===== config.mk =====
export PLATFORM = sky130hd
export DESIGN_NAME = conf_int_mul_pipe_flat
export DESIGN_NICKNAME = d
export VERILOG_FILES = /design/src/rtl/conf_int_mul_pkg.sv /design/src/rtl/conf_int_mul_pipe_if.sv /design/src/rtl/conf_int_mul_opnd_cond.sv /design/src/rtl/conf_int_mul_pipe.sv /design/src/flat_wrapper.sv
export SDC_FILE = /design/constraint.sdc
export NUM_CORES = 1
export LEC_CHECK = 0
export CORE_AREA = 2 2 174 159
export DETAILED_ROUTE_END_ITERATION = 12
export DIE_AREA = 0 0 176 161
export PLACE_DENSITY = 0.88
export SYNTH_ARGS = -nofsm -noshare
export SYNTH_HDL_FRONTEND = slang
export SYNTH_SLANG_ARGS = --single-unit

===== constraint.sdc =====
create_clock -name clk -period 6.5 [get_ports clk]
set_input_delay 1.3 -clock clk [delete_from_list [all_inputs] [get_ports clk]]
set_output_delay 1.3 -clock clk [all_outputs]
set_load 0.05 [all_outputs]

===== src/rtl/conf_int_mul_pkg.sv =====
// Shared constants and elaboration helpers for the configurable-precision
// integer multiplier.
package conf_int_mul_pkg;

    localparam int BT_RND_TRUNC = 0;
    localparam int BT_RND_ROUND = 1;

    // Number of low operand bits discarded by the precision reduction.
    function automatic int trunc_bits(int dp_bits, int op_bits);
        return dp_bits - op_bits;
    endfunction

    function automatic bit params_ok(int dp_bits, int op_bits, int pipe_stages, int bt_rnd);
        return (dp_bits >= 1) && (op_bits >= 1) && (op_bits <= dp_bits) &&
               (pipe_stages >= 1) && (pipe_stages <= 4) &&
               ((bt_rnd == BT_RND_TRUNC) || (bt_rnd == BT_RND_ROUND));
    endfunction

endpackage


===== src/rtl/conf_int_mul_pipe_if.sv =====
// Operand/result handshake bundle for conf_int_mul_pipe.
interface conf_int_mul_pipe_if #(
    parameter int DATA_PATH_BITWIDTH = 16
);
    // Handshake: a transfer happens on a rising edge where valid && ready.
    // A producer holds valid and its data until that edge; ready may depend on
    // the consumer's ready combinationally, never on the producer's valid.
    logic                              in_valid;
    logic                              in_ready;
    logic [DATA_PATH_BITWIDTH-1:0]     a;
    logic [DATA_PATH_BITWIDTH-1:0]     b;
    logic                              sgn;
    logic                              out_valid;
    logic                              out_ready;
    logic [2*DATA_PATH_BITWIDTH-1:0]   d;
    logic [2:0]                        occ;

    modport master (
        output in_valid, a, b, sgn, out_ready,
        input  in_ready, out_valid, d, occ
    );

    modport slave (
        input  in_valid, a, b, sgn, out_ready,
        output in_ready, out_valid, d, occ
    );

endinterface


===== src/rtl/conf_int_mul_opnd_cond.sv =====
// Combinational operand reducer: keeps the top OP_BITWIDTH bits by truncation
// or by round-to-nearest with saturation.
module conf_int_mul_opnd_cond
    import conf_int_mul_pkg::*;
#(
    parameter int DATA_PATH_BITWIDTH = 16,
    parameter int OP_BITWIDTH        = 16,
    parameter int BT_RND             = BT_RND_TRUNC
) (
    input  logic [DATA_PATH_BITWIDTH-1:0] x,
    input  logic                          sgn,
    output logic [DATA_PATH_BITWIDTH-1:0] x_red
);
    localparam int DW = DATA_PATH_BITWIDTH;
    localparam int T  = trunc_bits(DATA_PATH_BITWIDTH, OP_BITWIDTH);
    localparam logic [DW-1:0] KEEP_MASK = {DW{1'b1}} << T;

    logic w_unused_sgn;
    assign w_unused_sgn = sgn;

    if (T == 0) begin : g_identity
        assign x_red = x;
    end else if (BT_RND == BT_RND_TRUNC) begin : g_trunc
        assign x_red = x & KEEP_MASK;
    end else begin : g_round
        localparam logic [DW:0] HALF = (DW+1)'(1) << (T - 1);
        logic [DW:0] w_sum;

        assign w_sum = {1'b0, x} + HALF;

        // Unsigned overflow shows as carry-out; signed overflow only when a
        // non-negative operand wraps to negative, so negatives never saturate.
        always_comb begin
            x_red = w_sum[DW-1:0] & KEEP_MASK;
            if (!sgn && w_sum[DW]) begin
                x_red = KEEP_MASK;
            end else if (sgn && !x[DW-1] && w_sum[DW-1]) begin
                x_red = {1'b0, {(DW-1){1'b1}}} & KEEP_MASK;
            end
        end
    end

endmodule


===== src/rtl/conf_int_mul_pipe.sv =====
// Pipelined signed/unsigned multiplier with reduced-precision operands and
// a back-pressurable valid/ready stage chain.
module conf_int_mul_pipe
    import conf_int_mul_pkg::*;
#(
    parameter int OP_BITWIDTH        = 16,
    parameter int DATA_PATH_BITWIDTH = 16,
    parameter int PIPE_STAGES        = 2,
    parameter int BT_RND             = BT_RND_TRUNC
) (
    input  logic               clk,
    input  logic               rst,
    conf_int_mul_pipe_if.slave mul_if
);
    localparam int DW = DATA_PATH_BITWIDTH;
    localparam int PW = 2 * DATA_PATH_BITWIDTH;

    if (!params_ok(DATA_PATH_BITWIDTH, OP_BITWIDTH, PIPE_STAGES, BT_RND)) begin : g_param_err
        $error("conf_int_mul_pipe: parameter out of range");
    end

    logic [DW-1:0]          w_a_red;
    logic [DW-1:0]          w_b_red;
    logic [PIPE_STAGES-1:0] r_vld;
    logic [PIPE_STAGES-1:0] w_load;
    logic [DW-1:0]          r_a0;
    logic [DW-1:0]          r_b0;
    logic                   r_sgn0;
    logic [PW-1:0]          w_ax;
    logic [PW-1:0]          w_bx;
    logic [PW-1:0]          w_prod;
    logic [2:0]             w_occ;

    conf_int_mul_opnd_cond #(
        .DATA_PATH_BITWIDTH(DATA_PATH_BITWIDTH),
        .OP_BITWIDTH       (OP_BITWIDTH),
        .BT_RND            (BT_RND)
    ) u_cond_a (
        .x    (mul_if.a),
        .sgn  (mul_if.sgn),
        .x_red(w_a_red)
    );

    conf_int_mul_opnd_cond #(
        .DATA_PATH_BITWIDTH(DATA_PATH_BITWIDTH),
        .OP_BITWIDTH       (OP_BITWIDTH),
        .BT_RND            (BT_RND)
    ) u_cond_b (
        .x    (mul_if.b),
        .sgn  (mul_if.sgn),
        .x_red(w_b_red)
    );

    // Stage k may load when it is empty or its content moves on this edge.
    always_comb begin : load_chain
        logic go;
        w_load = '0;
        go = !r_vld[PIPE_STAGES-1] || mul_if.out_ready;
        w_load[PIPE_STAGES-1] = go;
        for (int k = PIPE_STAGES - 2; k >= 0; k--) begin
            go = !r_vld[k] || go;
            w_load[k] = go;
        end
    end

    always_ff @(posedge clk or negedge rst) begin
        if (!rst) begin
            r_vld <= '0;
        end else begin
            if (w_load[0]) r_vld[0] <= mul_if.in_valid;
            for (int k = 1; k < PIPE_STAGES; k++) begin
                if (w_load[k]) r_vld[k] <= r_vld[k-1];
            end
        end
    end

    always_ff @(posedge clk or negedge rst) begin
        if (!rst) begin
            r_a0   <= '0;
            r_b0   <= '0;
            r_sgn0 <= 1'b0;
        end else if (w_load[0]) begin
            r_a0   <= w_a_red;
            r_b0   <= w_b_red;
            r_sgn0 <= mul_if.sgn;
        end
    end

    // Sign- or zero-extending to the product width lets one unsigned
    // multiplier serve both modes; the low PW bits are exact in either case.
    assign w_ax   = r_sgn0 ? {{DW{r_a0[DW-1]}}, r_a0} : {{DW{1'b0}}, r_a0};
    assign w_bx   = r_sgn0 ? {{DW{r_b0[DW-1]}}, r_b0} : {{DW{1'b0}}, r_b0};
    assign w_prod = w_ax * w_bx;

    if (PIPE_STAGES > 1) begin : g_prod_stages
        logic [PW-1:0] r_prod [PIPE_STAGES-1];

        always_ff @(posedge clk or negedge rst) begin
            if (!rst) begin
                for (int k = 0; k < PIPE_STAGES - 1; k++) r_prod[k] <= '0;
            end else begin
                if (w_load[1]) r_prod[0] <= w_prod;
                for (int k = 2; k < PIPE_STAGES; k++) begin
                    if (w_load[k]) r_prod[k-1] <= r_prod[k-2];
                end
            end
        end

        assign mul_if.d = r_prod[PIPE_STAGES-2];
    end else begin : g_prod_comb
        assign mul_if.d = w_prod;
    end

    always_comb begin
        w_occ = '0;
        for (int k = 0; k < PIPE_STAGES; k++) w_occ = w_occ + 3'(r_vld[k]);
    end

    assign mul_if.in_ready  = w_load[0];
    assign mul_if.out_valid = r_vld[PIPE_STAGES-1];
    assign mul_if.occ       = w_occ;

endmodule


===== src/flat_wrapper.sv =====
// flat-port wrapper written by rule: the top's interface ports become plain ports
module conf_int_mul_pipe_flat import conf_int_mul_pkg::*;
#(
    parameter int OP_BITWIDTH        = 16,
    parameter int DATA_PATH_BITWIDTH = 16,
    parameter int PIPE_STAGES        = 2,
    parameter int BT_RND             = BT_RND_TRUNC
)
  (clk, rst, mul_if_in_valid, mul_if_a, mul_if_b, mul_if_sgn, mul_if_out_ready, mul_if_in_ready, mul_if_out_valid, mul_if_d, mul_if_occ);
  conf_int_mul_pipe_if #(.DATA_PATH_BITWIDTH(DATA_PATH_BITWIDTH)) mul_if_i ();
  input  logic clk;
  input  logic rst;
  input wire logic [$bits(mul_if_i.in_valid)-1:0] mul_if_in_valid;
  input wire logic [$bits(mul_if_i.a)-1:0] mul_if_a;
  input wire logic [$bits(mul_if_i.b)-1:0] mul_if_b;
  input wire logic [$bits(mul_if_i.sgn)-1:0] mul_if_sgn;
  input wire logic [$bits(mul_if_i.out_ready)-1:0] mul_if_out_ready;
  output wire logic [$bits(mul_if_i.in_ready)-1:0] mul_if_in_ready;
  output wire logic [$bits(mul_if_i.out_valid)-1:0] mul_if_out_valid;
  output wire logic [$bits(mul_if_i.d)-1:0] mul_if_d;
  output wire logic [$bits(mul_if_i.occ)-1:0] mul_if_occ;
  assign mul_if_i.in_valid = mul_if_in_valid;
  assign mul_if_i.a = mul_if_a;
  assign mul_if_i.b = mul_if_b;
  assign mul_if_i.sgn = mul_if_sgn;
  assign mul_if_i.out_ready = mul_if_out_ready;
  assign mul_if_in_ready = mul_if_i.in_ready;
  assign mul_if_out_valid = mul_if_i.out_valid;
  assign mul_if_d = mul_if_i.d;
  assign mul_if_occ = mul_if_i.occ;
  conf_int_mul_pipe #(.OP_BITWIDTH(OP_BITWIDTH), .DATA_PATH_BITWIDTH(DATA_PATH_BITWIDTH), .PIPE_STAGES(PIPE_STAGES), .BT_RND(BT_RND)) u_core (.clk(clk), .rst(rst), .mul_if(mul_if_i));
endmodule

==> results.sh <==
export IMPL_dp_hpwl_microns=33700
export IMPL_fin_ws_ns=-0.991
export IMPL_syn_area_sq_mm=0.0152
export IMPL_cts_tree="done"
export IMPL_critPathCaptureType="flip-flop"
export IMPL_drc=0
export IMPL_crit_family="adder cells"
export IMPL_worstSetupPathType="reg -> reg"
export IMPL_drtIter0Drc=1234
export IMPL_final_cell_mix="fa_1 (318), inv_1 (308), buf_4 (190), and2_1 (170), nand2_1 (125)"
export IMPL_routed_wl_microns=49500
export IMPL_grt_use_total_pct=31.0
export IMPL_vias_per_cell=5.86
export IMPL_vias=12480
export IMPL_critPathMaxStageDelay_ns=0.61
export IMPL_r2r_setup_slack_ns=-0.99
export IMPL_grt_use_met1_pct=36.8
export IMPL_violations="setup timing"
export IMPL_final_cell_area_sq_mm=0.0190
export IMPL_dp_cells=2059
export IMPL_r2r_end="u_core.mul_if.d[31]$_DFFE_PN0P_"
export IMPL_clock_fmax_ghz=0.133
export IMPL_final_hold_viol_count=0
export IMPL_start_kind="flip-flop"
export IMPL_wl_per_cell_microns=23.2
export IMPL_die_w_microns=176
export IMPL_place_congestion=0.989
export IMPL_crit_top_cell="fa_1"
export IMPL_row_count=57
export IMPL_dieArea_sq_mm=0.0283
export IMPL_grt_pass1_wl_microns=67000
export IMPL_antenna_left=0
export IMPL_placed_area_sq_mm=0.0175
export IMPL_final_cells=2131
export IMPL_async_flop_share_pct=100
export IMPL_htreeDepth=3
export IMPL_crit_fanout=12
export IMPL_place_ws_ns=-0.598
export IMPL_die_h_microns=161
export IMPL_final_common_cell="fa_1"
export IMPL_critPathRequiredTime_ns=6.73
export IMPL_worstSetupPathDepth=23
export IMPL_core_area_sq_mm=0.0266
export IMPL_io_pins=74
export IMPL_grt_pass1_vias=12986
export IMPL_slowest_stage="fa_1"
export IMPL_reg2regPathDepth=23
export IMPL_port_buffers=72
export IMPL_worst_slew_pin_slew_ns=0.978
export IMPL_hold_path_class="reg -> reg"
export IMPL_grt_busiest_layer="met2"
export IMPL_fin_crit_sh_pct=115
export IMPL_synth_distinct_cells=48
export IMPL_grtUsageMet3_pct=4.92
export IMPL_yosysSeqAreaShare_pct=11.1
export IMPL_finalCriticalPeriod_ns=7.49
export IMPL_area_growth_pct=25.4
export IMPL_avgSynthCellArea_sq_um=9.88
export IMPL_ys_ff_latch=67
export IMPL_finClkSkew_ns=0.0133
export IMPL_cts_hold_fix_buffers=0
export IMPL_insertion_delay_ns=0.36
export IMPL_outcome="complete, but fails checks"
export IMPL_cts_buffers_inserted=9
export IMPL_synthesis_instances=1535
export IMPL_drive_gt1_share_pct=24.1
export IMPL_max_cap_violations=0
export IMPL_setup_viol=16
export IMPL_synth_edf_count=0
export IMPL_cts_root_buf="clkbuf_16"
export IMPL_path_cells="buf_6 > and2_1 > fa_1 > inv_1 > fa_1 > inv_2 > fa_1 > inv_2 > fa_1 > inv_2 > fa_1 > fa_1 > fa_1 > fa_1 > ha_4 > nand3_2 > nor2_4 > nand3_2 > or3_4 > a31oi_4 > a31oi_2 > xnor2_1 > a21oi_1"
export IMPL_clkTransAtPathRegs_ns=0.07
export IMPL_max_clock_path_buffers=2
export IMPL_synth_nets=2035
export IMPL_drtPass1Iterations=5
export IMPL_arrival_ns=7.72
export IMPL_antenna_diode_count=0
export IMPL_initial_core_util_pct=57.0
export IMPL_ys_warnings_count=0
export IMPL_antenna_found_initial=0
export IMPL_drv_slew=0
export IMPL_cts_sinks=67
export IMPL_r2r_start="u_core.r_a0[15]$_DFFE_PN0P_"
export IMPL_crit_buf_inv=5
export IMPL_grt_ovfl_total=0
export IMPL_crit_end="u_core.mul_if.d[31]$_DFFE_PN0P_"
export IMPL_worstSetupStartpoint="u_core.r_a0[15]$_DFFE_PN0P_"
export IMPL_grt_max_degree=68
export IMPL_grt_use_met2_pct=54.1
export IMPL_synth_flop_cell="dfrtp_1"
export IMPL_relSlewSlack_pct=34.8
export IMPL_final_nets=2273
export IMPL_rsz0062_at_grt="yes"
## flip-flops by register name, indices dropped and copies added (netlist names)
name,flops
u_core.mul_if.d,32
u_core.r_a0,16
u_core.r_b0,16
u_core.r_sgn0,1
u_core.r_vld,2
## stage by stage
stage	hold WS [ns]	utilization [%]	setup TNS, ns
floorplan	0.461	-	-0.717
CTS	0.474	67.8	-2.64
detailed placement	0.459	65.6	-4.23
global placement	0.453	65.6	-2.25
finish	0.475	71.5	-9.14
global route	0.507	71.5	-10.36
## synth_stat cells (all sizes together) (3+ instances only)
master,number,area [sq um]
a31o,3,26.3
nand2b,7,43.8
buf,3,16.3
ha,129,1610
and3,18,113
a21o,13,97.6
xor2,14,123
mux2,34,383
dfrtp,67,1680
a211oi,5,42.5
nor2,33,124
o21ai,17,85.1
fa,334,6690
inv,327,1230
nand3,9,45.0
a31oi,5,31.3
nand2,142,533
and2,180,1130
o31ai,3,22.5
clkbuf,62,233
xnor2,53,464
o21a,6,45.0
a21boi,3,22.5
nor3,3,15.0
a21oi,43,219
## per-layer routing
layer | share of wire [%] | wire, microns
met5 | 0 | 0
met2 | 49 | 24300
met4 | 9.4 | 4670
met3 | 8.9 | 4400
met1 | 33 | 16100
## tightest hold or removal path, stage by stage, from the launching register on
cell and delay [ns]:
dfrtp_1 0.34, nand2_1 0.05, nand2_1 0.05
## worst min-delay path by stage
stage	startpoint	end	slack (ns)	cells after the start
final	u_core.mul_if.d[0]$_DFFE_PN0P_	u_core.mul_if.d[0]$_DFFE_PN0P_	0.48	2
after global routing	u_core.mul_if.d[4]$_DFFE_PN0P_	u_core.mul_if.d[4]$_DFFE_PN0P_	0.51	2
after CTS	u_core.mul_if.d[1]$_DFFE_PN0P_	u_core.mul_if.d[1]$_DFFE_PN0P_	0.47	2
after detailed placement	u_core.mul_if.d[4]$_DFFE_PN0P_	u_core.mul_if.d[4]$_DFFE_PN0P_	0.46	2
after global placement	u_core.mul_if.d[0]$_DFFE_PN0P_	u_core.mul_if.d[0]$_DFFE_PN0P_	0.45	2
after floorplan	u_core.r_vld[0]$_DFFE_PN0P_	u_core.r_vld[1]$_DFFE_PN0P_	0.46	1
## logic make-up (layout without fill, tap and decap cells)
family          Yosys count  count (layout)  synth area share (%)
simple gates            404             404                  13.7
mux                      34              34                  2.52
flops                    67              67                  11.1
other cells               1               1                0.0247
xor+xnor                 67              67                  3.87
buf+inv                 392             634                  9.73
compound gates          107             107                  4.37
fa+ha+maj               463             463                  54.7
## area by class of cell
| type | instances | area (sq um) |
|---|---|---|
| Multi-Input combinational cell | 1076 | 12800 |
| Fill cell | 1693 | 7570 |
| Timing Repair Buffer | 292 | 2550 |
| Sequential cell | 67 | 1700 |
| Inverter | 327 | 1230 |
| Tap cell | 354 | 443 |
| Clock buffer | 9 | 225 |
| Clock inverter | 6 | 115 |
## timing repair
action | 4_1_cts | 5_1_grt
buffers inserted | 10 | 51
endpoints found under the setup margin | 13 | 16
gates resized for setup | 45 | 141
pin swaps | 38 | 112
cloned | 0 | 1
Power is left out: the tool's default activity adds up to more than one toggle a clock period on the data nets, which glitch-free logic cannot reach.
